### src/rtl/ex_commit.sv
// Commit-side receiver: per-unit 2-entry skid FIFOs, round-robin arbitration,
// one registered register-file write and scoreboard clear per cycle.
module ex_commit #(
  parameter int unsigned NUM_UNITS = 3,
  parameter int unsigned DW        = 64,
  parameter int unsigned RW        = 6
) (
  input  logic                    clk,
  input  logic                    rst_n,
  input  logic [NUM_UNITS-1:0]    unit_valid,
  input  logic [NUM_UNITS*RW-1:0] unit_rd,
  input  logic [NUM_UNITS*DW-1:0] unit_data,
  output logic [NUM_UNITS-1:0]    unit_stall,
  input  logic                    rf_stall,
  output logic                    rf_we,
  output logic [RW-1:0]           rf_waddr,
  output logic [DW-1:0]           rf_wdata,
  output logic                    sb_clr,
  output logic [RW-1:0]           sb_clr_rn,
  output logic [NUM_UNITS-1:0]    overflow_err
);

  localparam int unsigned EW = RW + DW;
  localparam int unsigned IW = (NUM_UNITS > 1) ? $clog2(NUM_UNITS) : 1;

  logic [NUM_UNITS-1:0][EW-1:0] ent0_q, ent0_d, ent1_q, ent1_d;
  logic [NUM_UNITS-1:0][1:0]    occ_q, occ_d;
  logic [NUM_UNITS-1:0]         ovf_q, ovf_d;
  logic [IW-1:0]                last_q, last_d;

  logic                 grant_vld;
  logic [IW-1:0]        grant_idx;
  logic [IW-1:0]        cand;
  logic [NUM_UNITS-1:0] pop;
  logic [EW-1:0]        newe;
  logic [EW-1:0]        head;
  logic [RW-1:0]        head_rd;

  logic          rf_we_q, rf_we_d;
  logic [RW-1:0] rf_waddr_q, rf_waddr_d;
  logic [DW-1:0] rf_wdata_q, rf_wdata_d;
  logic          sb_clr_q, sb_clr_d;
  logic [RW-1:0] sb_clr_rn_q, sb_clr_rn_d;

  // Round-robin scan starting one past the last granted unit.
  always_comb begin
    grant_vld = 1'b0;
    grant_idx = last_q;
    cand      = '0;
    for (int unsigned k = 1; k <= NUM_UNITS; k++) begin
      cand = IW'((32'(last_q) + k) % NUM_UNITS);
      if (!rf_stall && !grant_vld && (occ_q[cand] != 2'd0)) begin
        grant_vld = 1'b1;
        grant_idx = cand;
      end
    end
    pop = '0;
    if (grant_vld) pop[grant_idx] = 1'b1;
    last_d = grant_vld ? grant_idx : last_q;
  end

  // Entry 0 is always the head; a pop shifts entry 1 down.
  always_comb begin
    ent0_d = ent0_q;
    ent1_d = ent1_q;
    occ_d  = occ_q;
    ovf_d  = ovf_q;
    newe   = '0;
    for (int unsigned i = 0; i < NUM_UNITS; i++) begin
      newe = {unit_rd[i*RW +: RW], unit_data[i*DW +: DW]};
      if (pop[i]) begin
        ent0_d[i] = ent1_q[i];
        occ_d[i]  = occ_q[i] - 2'd1;
      end
      if (unit_valid[i]) begin
        if (pop[i]) begin
          if (occ_q[i] == 2'd1) ent0_d[i] = newe;
          else                  ent1_d[i] = newe;
          occ_d[i] = occ_q[i];
        end else begin
          case (occ_q[i])
            2'd0: begin ent0_d[i] = newe; occ_d[i] = 2'd1; end
            2'd1: begin ent1_d[i] = newe; occ_d[i] = 2'd2; end
            default: ovf_d[i] = 1'b1;
          endcase
        end
      end
    end
  end

  // A granted rd==0 result is consumed without a write.
  always_comb begin
    head        = ent0_q[grant_idx];
    head_rd     = head[EW-1:DW];
    rf_we_d     = grant_vld && (head_rd != '0);
    sb_clr_d    = rf_we_d;
    rf_waddr_d  = rf_we_d ? head_rd : rf_waddr_q;
    rf_wdata_d  = rf_we_d ? head[DW-1:0] : rf_wdata_q;
    sb_clr_rn_d = rf_we_d ? head_rd : sb_clr_rn_q;
  end

  always_ff @(posedge clk or negedge rst_n) begin
    if (!rst_n) begin
      ent0_q      <= '0;
      ent1_q      <= '0;
      occ_q       <= '0;
      ovf_q       <= '0;
      last_q      <= IW'(NUM_UNITS - 1);
      rf_we_q     <= 1'b0;
      rf_waddr_q  <= '0;
      rf_wdata_q  <= '0;
      sb_clr_q    <= 1'b0;
      sb_clr_rn_q <= '0;
    end else begin
      ent0_q      <= ent0_d;
      ent1_q      <= ent1_d;
      occ_q       <= occ_d;
      ovf_q       <= ovf_d;
      last_q      <= last_d;
      rf_we_q     <= rf_we_d;
      rf_waddr_q  <= rf_waddr_d;
      rf_wdata_q  <= rf_wdata_d;
      sb_clr_q    <= sb_clr_d;
      sb_clr_rn_q <= sb_clr_rn_d;
    end
  end

  always_comb begin
    for (int unsigned i = 0; i < NUM_UNITS; i++) begin
      unit_stall[i] = (occ_q[i] != 2'd0);
    end
  end

  assign rf_we        = rf_we_q;
  assign rf_waddr     = rf_waddr_q;
  assign rf_wdata     = rf_wdata_q;
  assign sb_clr       = sb_clr_q;
  assign sb_clr_rn    = sb_clr_rn_q;
  assign overflow_err = ovf_q;

endmodule

### config.mk
export PLATFORM = sky130hd
export DESIGN_NAME = ex_commit
export DESIGN_NICKNAME = d
export VERILOG_FILES = /design/src/rtl/ex_commit.sv
export SDC_FILE = /design/constraint.sdc
export NUM_CORES = 1
export LEC_CHECK = 0
export CORE_UTILIZATION = 55
export DETAILED_ROUTE_END_ITERATION = 8
export GPL_TIMING_DRIVEN = 0
export HOLD_SLACK_MARGIN = 0.08
export PLACE_DENSITY = 0.8
export SLEW_MARGIN = 15
export SYNTH_ARGS = -nofsm -noshare
export SYNTH_HDL_FRONTEND = slang
export SYNTH_SLANG_ARGS = --single-unit
### constraint.sdc
create_clock -name clk -period 3.8 [get_ports clk]
set_input_delay 0.76 -clock clk [delete_from_list [all_inputs] [get_ports clk]]
set_output_delay 0.76 -clock clk [all_outputs]
set_load 0.02 [all_outputs]
==> metrics.txt <==
status completed; Reg2Reg Depth 14; initial core utilization between 50 and 60%; area of the core slightly below 40000 µm²; top-count cell post-synth dfrtp_1; critical path peak fanout 13; worst setup path endpoint ent0_q[105]; area grow syn2layout 25.1%; Worst Path Arrival ~4.1 ns; Final #Nets between 2000 and 3000; post-DR vias/cell 5.84; Vias roughly 17000; Sw Share between 40% and 50%; reg2reg start last_q[1]; mapped cell area about 22000 µm²; TritonCTS clock tree done; Setup Total Neg Slack 0 ns; worst clock skew around 0.013 ns; P_leak about 0.012 µW; die area 39900 µm²; Setup crit end kind register; Max Cap Viol 0; Critical Path RT about 4.3 ns; DRC 0; antenna-violating nets left 0; Final Hold Viols 0; clk buf depth 3; CP startpoint kind register; DP Wirelength around 41000 µm; Synthesis Warnings 0; register area 12600 µm²; Syn Area/Cell 11.0 µm²; net load switching power about 11000 µW; Ports 300; drt wl/cell about 21 µm; Mapped Nets ~2200; Yosys cell types a little under 50; register bit total from synthesis 502; commonest cells in the netlist dfrtp_1, inv_1, a21oi_1, o22ai_1, nand2_1; Tmin final ~3.7 ns; Root Driver clkbuf_16; Horiz. Die Dim about 200 µm; Logic pwr share between 40% and 50%; worst vdd ir approximately 0.0006 V; final WL around 60000 µm; crit path launch last_q[1]; Hold/Removal Path Class reg2reg; worst hold slack between 0.4 and 0.5 ns; slew at the pin with the worst max-slew slack about 0.85 ns; Slew HR between 40% and 50%; GPL Wtd Cong about 0.85; internal power ~17000 µW; Tcrit/Tclk final 96.7%; Core Rows 72; first-pass GRT wire length just over 90000 µm; TritonCTS Buffers about 50; Area contributors post-synth dfrtp_1, mux2_2, o22ai_1, a21oi_1, inv_1; pin count of the biggest net entering global routing approximately 110; final slew viol count 0; FF-to-FF End ent0_q[105]; final setup margin ~0.13 ns; layout cells sized above 1 12.6%; Seq pwr share between 30% and 40%; Finished Layout Cells ~2900; Post-synth ARST share 100%; Final setup viols 0; cell count after placement ~2800; Worst-path clk slew around 0.060 ns; Iter 0 DRT Violations approximately 1200; sequential-to-total area share from yosys stat ~58%; PortBufs 296; Clk network pwr share between 10% and 20%; share of the synthesized area in the top cell type 58.2%; pre-CTS WS -0.393 ns; drt pass-1 iters 5; RSZ-0062 raised after global routing yes; total grt overflow 0; Post-Syn Instances ~2000; Die H 200 µm; power per cell area between 1000 and 1500 nW/µm²; number of global-route vias before repair 17218; fmax roughly 270 MHz; worst skew pair latency 0.59 ns; Final Total Pwr 28300 µW; initial antenna violation count 2; fillers 2758; GRT Util Overall between 30% and 40%; Post-synth EDFFs 0; reg-to-reg setup timing slack about 0.13 ns; Main synth FF type dfrtp_1; CTS H-tree lvls 2; CP Class reg2reg; Yosys top cell by area dfrtp_1; area of the multi-input gates ~7500 µm²; CTS Sinks roughly 500
-- registers in the layout (all words and copies together) (netlist names) --
name	flops
ent0_q	210
ent1_q	210
last_q	2
occ_q	6
overflow_err	3
rf_wdata	64
sb_clr	1
sb_clr_rn	6
-- power by group through the flow --
stage	clock network, µW	registers, µW	logic [µW]
final	4800	9940	13600
after global routing	5050	10200	14800
after CTS	4840	9880	13500
after detailed placement	0	9940	13300
after global placement	0	9830	12700
after floorplan	0	9840	8770
-- through the flow --
stage          utilization, %  instance area, µm²
3_5_place_dp             65.5               25300
6_report                 69.7               26900
2_1_floorplan               -               21500
3_3_place_gp             65.0               25100
4_1_cts                  69.6               26900
5_1_grt                  69.7               26900
-- cell type report --
type	instances	area share, %
plain buffers	134	2.41
well taps	518	2.41
multi-input cells	1095	27.9
inverters	227	3.16
repair buffers	305	11.7
flip-flops and latches	502	46.6
diodes	3	0.0279
clock buffers	74	5.51
clock inverters	10	0.297
-- layout by cell type (no fill, tap or decap), types with 10 or more instances in the layout --
| master | netlist | routed |
|---|---|---|
| clkbuf_2 | 0 | 10 |
| o22ai_1 | 211 | 211 |
| clkbuf_1 | 88 | 86 |
| buf_4 | 14 | 16 |
| clkbuf_16 | 0 | 53 |
| a21oi_1 | 215 | 215 |
| nand2_1 | 155 | 150 |
| mux2_1 | 69 | 69 |
| mux2_2 | 142 | 142 |
| dfrtp_1 | 501 | 501 |
| o21ai_0 | 150 | 150 |
| buf_2 | 22 | 22 |
| ha_1 | 10 | 10 |
| clkdlybuf4s50_1 | 0 | 295 |
| mux2i_1 | 72 | 72 |
| inv_1 | 226 | 226 |
-- layer usage --
metal	wire length (µm)	up-vias	GRT usage, %
met5	10	-	0
met4	2390	2	13.0
met3	4590	140	5.61
met2	28500	683	48.2
met1	24200	8400	40.8
li1	-	7524	-
-- worst min-delay path by stage --
stage / startpoint / end / depth (start not counted)
detailed placement: overflow_err[2] / overflow_err[2] / 2
global route: overflow_err[1] / overflow_err[1] / 1
CTS: overflow_err[2] / overflow_err[2] / 2
global placement: overflow_err[1] / overflow_err[1] / 1
floorplan: ent1_q[140] / ent1_q[140] / 2
finish: overflow_err[2] / overflow_err[2] / 2
-- critical path, cell delays in order (launching register included) --
cell and delay (ns):
dfstp_2 0.55, inv_1 0.06, ha_1 0.27, o21ai_1 0.14, nand3_1 0.13, o211a_1 0.24
o21ai_2 0.32, inv_1 0.12, buf_2 0.27, nand2_2 0.23, nand2_1 0.13, a21boi_4 0.34
buf_6 0.26, buf_2 0.31, a21oi_1 0.13
-- repair_timing --
| item | in CTS | in global routing |
|---|---|---|
| resized for setup | 8 | 23 |
| endpoints found under the setup margin | 350 | 391 |
| pin swaps | 1 | 0 |
| setup buffers | 2 | 0 |
| endpoints found under the hold margin | 7 | 0 |
| hold buffers | 1 | 0 |
-- cells by family after synthesis --
kind of cell             after synthesis  share of synthesized area (%)
AND/OR/NAND/NOR                      184                           3.38
adder cells (fa/ha/maj)               10                          0.581
XOR/XNOR                               6                          0.244
buffers and inverters                366                           7.00
multiplexers                         283                           14.4
AO/OA/AOI/OAI                        612                           16.1
flip-flops                           502                           58.4
Power figures use the tool's default switching activity.
==> RTL change 1, RTL diff (same flow settings) <==
Make the reset (`rst_n`) synchronous in one clocked block.
--- a/src/rtl/ex_commit.sv
+++ b/src/rtl/ex_commit.sv
@@ -101,3 +101,3 @@
 
-  always_ff @(posedge clk or negedge rst_n) begin
+  always_ff @(posedge clk) begin
     if (!rst_n) begin
Behaviour: not the same (Yosys sat finds a counterexample within 4 cycles, from zero or initial values and one cycle with rst_n low; the reset may be asserted at any time).
==> RTL change 1 against the unedited design <==
Core utilization up 1.3 points; clock skew decreased by 0.0019 ns; area after synthesis is 4.9% lower; non-clock buffer count is 80 higher; routed wire length is 13% higher; worst setup slack got worse by 0.095 ns; sequential cell count unchanged; final area down 3.5%; global-route usage rose by 4.2 points; first-iteration DRC count rose by 69%; total power shrank 12%; largest power group unchanged.
==> RTL change 1: results (changes against the unedited design) <==
setup_path:
  critPathMaxFanout: 10  # -3
  critical-path-max-stage-delay_ns: 0.44  # -0.11 ns
  crit-reg2reg-capture: "rf_wdata[49]"
  critPathSlowestCell: "dfxtp_1"
  r2r_slack_ns: 0.03  # -0.09 ns
  worstRegToRegCells: 15  # +1
finish:
  nonClockBufferCount: 519  # +18%
  num_antenna_cells: 5  # +2
  final-clk-cell-share_pct: 5.942  # +0.13 points
  layout.nonclk_buf_share_pct: 16.04  # +2.0 points
  multi_input_cells: 1672  # +53%
  layout.nets: 3055  # +20%
  seq_area_um2: 10050  # -20%
  utilization_pct: 71.04  # +1.3 points
  nNonClkInverters: 85  # -63%
  multi_input_area_share_pct: 35.85  # +8.0 points
  clockBufferCount: 75  # +1.4%
  drive_gt1_share_pct: 8.106  # -4.5 points
  instances_no_fill: 3335  # +16%
route:
  wl_met1_um: 26760  # +11%
  drt_first_iter_violations: 1975  # +69%
  dr_wl_met3_um: 6824  # +49%
  wl_met2_um: 30330  # +6.6%
  via_per_inst: 6.034  # +3.3%
  wire_per_inst_um: 20.22  # -2.7%
  topRoutingLayerUsed: "met4"
global_route:
  grt_usage_pct: 34.45  # +4.2 points
  grt_pass1_vias: 19260  # +12%
  grt_use_met2_pct: 55.20  # +7.0 points
  grt_pass1_wl_um: 103100  # +12%
  antenna_found_initial: 5  # +3
logic_synthesis:
  ys_async_sr_fraction_pct: 0  # -100 points
  syn_nets: 2701  # +23%
  synthTopCellsByCount: "571 x nand2_1, 502 x dfxtp_1, 294 x a21oi_1"
  ys_types: 60  # +22%
  ys_top_cells_by_area: "dfxtp_1 49%, nand2_1 10%, a21oi_1 7.2%"
  avgSynthCellArea_um2: 8.268  # -25%
  synth_ff_type: "dfxtp_1"
  ys_seq_area_share_pct: 49.11  # -9.2 points
clock_network:
  clk-insertion-delay-late_ns: 0.57  # -0.02 ns
  cts_resized: 44  # +36
  numCtsBuffers: 49  # -3.9%
placement:
  dp_cells: 3240  # +16%
  gp_congestion: 0.8952  # +5.8%
  dpl.hpwl_um: 48100  # +16%
  pre_cts_ws_ns: -0.5028  # -0.1097 ns
power_and_ir_drop:
  p_leak_uw: 0.009895  # -18%
  internal_power_uw: 14660  # -13%
  p_clk_uw: 4750  # -1%
  finalPower_uw: 24910  # -12%
  p_comb_share_pct: 47.8  # about the same
min_path:
  hp-class: "flop to flop"
  hp-start: "ent1_q[168]"
floorplanning:
  die_area_um2: 37980  # -4.9%
outcome:
  outcome: "completed"
timing:
  skew_ns: 0.01105  # -0.001866 ns
  tightest_slew_ns: 1.144  # +0.2956 ns
-- RTL change 1: changes by cell type in the layout (fill, tap and decap cells not counted), sizes merged, moves of 142 or more --
cell	change
dfxtp	+502
dfrtp	-501
nand2	+416
mux2	-207
nor2	+148
o21ai	-142
-- RTL change 1: worst max path at each step --
stage	depth (start not counted)	endpoint	slack [ns]	start
after floorplan	14	rf_wdata[34]	0.44	last_q[0]
after global placement	13	ent1_q[190]	-0.70	last_q[0]
after detailed placement	14	ent1_q[47]	-0.50	last_q[0]
after CTS	14	ent0_q[201]	-0.04	last_q[0]
after global routing	15	rf_wdata[61]	-0.01	last_q[1]
final	15	rf_wdata[49]	0.03	last_q[1]
-- RTL change 1: cells by family after synthesis --
logic type | Yosys count | synth area share, %
compound gates | 624 | 19.43
xor+xnor | 4 | 0.1712
fa+ha+maj | 10 | 0.6114
buf+inv | 301 | 6.182
flops | 502 | 49.11
mux | 139 | 6.824
simple gates | 895 | 17.68
==> RTL change 2, RTL diff (same flow settings) <==
Without the edit above. The parameter `DW` goes from 64 to 32.
--- a/src/rtl/ex_commit.sv
+++ b/src/rtl/ex_commit.sv
@@ -4,3 +4,3 @@
   parameter int unsigned NUM_UNITS = 3,
-  parameter int unsigned DW        = 64,
+  parameter int unsigned DW        = 32,
   parameter int unsigned RW        = 6
Interface: changed (resized rf_wdata and unit_data); port bits go from 300 to 172. No check against the original RTL was run, so the function may have changed too.
==> RTL change 2 against the unedited design <==
The flow now finishes with violations (design-rule violations); synthesized cell count shrank 45%; area after synthesis is 42% lower; sequential cell count shrank 224; final area shrank 42%; worst setup slack improved by 0.026 ns; sequential share of layout area shrank 1.9 points; routed wire length fell by 47%; total power decreased by 43%; fmax up 0.70%; critical endpoint is now rf_wdata[10].
==> RTL change 2: results (changes against the unedited design) <==
logic_synthesis:
  synth-adder-area-share_pct: 1.006  # +0.42 points
  ys_top_cells_by_area: "dfrtp_1 56%, mux2_2 11%, o22ai_1 5.8%"
  syn_nets: 1213  # -45%
  ys_seq_area_share_pct: 55.95  # -2.4 points
  synthMuxAreaShare_pct: 17.61  # +3.2 points
  yosys.area_share.xor_xnor_pct: 0.4226  # +0.18 points
  synth_compound_area_share_pct: 13.62  # -2.4 points
  ys_types: 59  # +20%
  synthTopCellsByCount: "277 x dfrtp_1, 122 x mux2_2, 116 x o22ai_1"
  synthCells: 1083  # -45%
outcome:
  outcome: "complete, but fails checks"
  violations: "design-rule violations"
power_and_ir_drop:
  p_sw_share_pct: 37.82  # -2.3 points
  p_seq_share_pct: 33.9  # -1.2 points
  p_leak_uw: 0.006874  # -43%
  peakVddDrop_v: 0.0006327  # +5.4%
  internal_power_uw: 9991  # -41%
finish:
  fillCellCount: 1607  # -42%
  layout.nets: 1416  # -44%
  seq_area_um2: 6958  # -45%
  clockBufferCount: 44  # -41%
  utilization_pct: 70.67  # +0.97 points
  multi_input_cells: 639  # -42%
  layout.nonclk_buf_share_pct: 14.00  # -0.067 points
  drive_gt1_share_pct: 20.28  # +7.7 points
  nNonClkInverters: 91  # -60%
  num_antenna_cells: 1  # -2
  nonClockBufferCount: 248  # -44%
global_route:
  grt_max_degree: 104  # -7.1%
  grt_pass1_vias: 9299  # -46%
route:
  vias: 9144  # -45%
  drc: 13  # +13
  wire_per_inst_um: 19.73  # -5.0%
  drt_first_iter_violations: 588  # -50%
clock_network:
  clk-insertion-delay-late_ns: 0.54  # -0.05 ns
  post_cts_buffers: 0  # -2
  numCtsBuffers: 28  # -45%
placement:
  portBuffers: 169  # -43%
  pre_cts_ws_ns: -0.2937  # +0.09947 ns
  dpl.hpwl_um: 21410  # -48%
  dpl_cell_area_um2: 14540  # -43%
  dp_cells: 1534  # -45%
setup_path:
  critPathMaxFanout: 10  # -3
  critical-path-max-stage-delay_ns: 0.59  # +0.04 ns
  worstRegToRegCells: 13  # -1
  crit-reg2reg-capture: "rf_wdata[10]"
  r2r_slack_ns: 0.15  # +0.03 ns
timing:
  min_period_ns: 3.647  # -0.02565 ns
  relSlewSlack_pct: 49.53  # +6.1 points
min_path:
  hp-class: "input pin to async pin"
floorplanning:
  core_um2: 22030  # -43%
[RTL change 2: worst max-delay path: cells and delay by family, from the launching register on]
family          cells  cell delay (ns)
compound gates      5             1.20
fa+ha+maj           1             0.25
buf+inv             4             0.64
flops               1             0.59
mux                 1             0.30
simple gates        2             0.53
[RTL change 2: metal layers]
| layer | vias up | GRT usage, % | routed length, um |
|---|---|---|---|
| met4 | 4 | 7.191 | 616 |
| met2 | 289 | 45.82 | 15300 |
| met1 | 4600 | 37.63 | 13570 |
| met3 | 47 | 4.380 | 1838 |
| met5 | - | 0 | 15 |
| li1 | 4204 | - | - |
[RTL change 2: kinds of logic after synthesis]
family	after synthesis
compound gates	275
xor+xnor	6
fa+ha+maj	10
buf+inv	166
flops	278
mux	189
simple gates	159
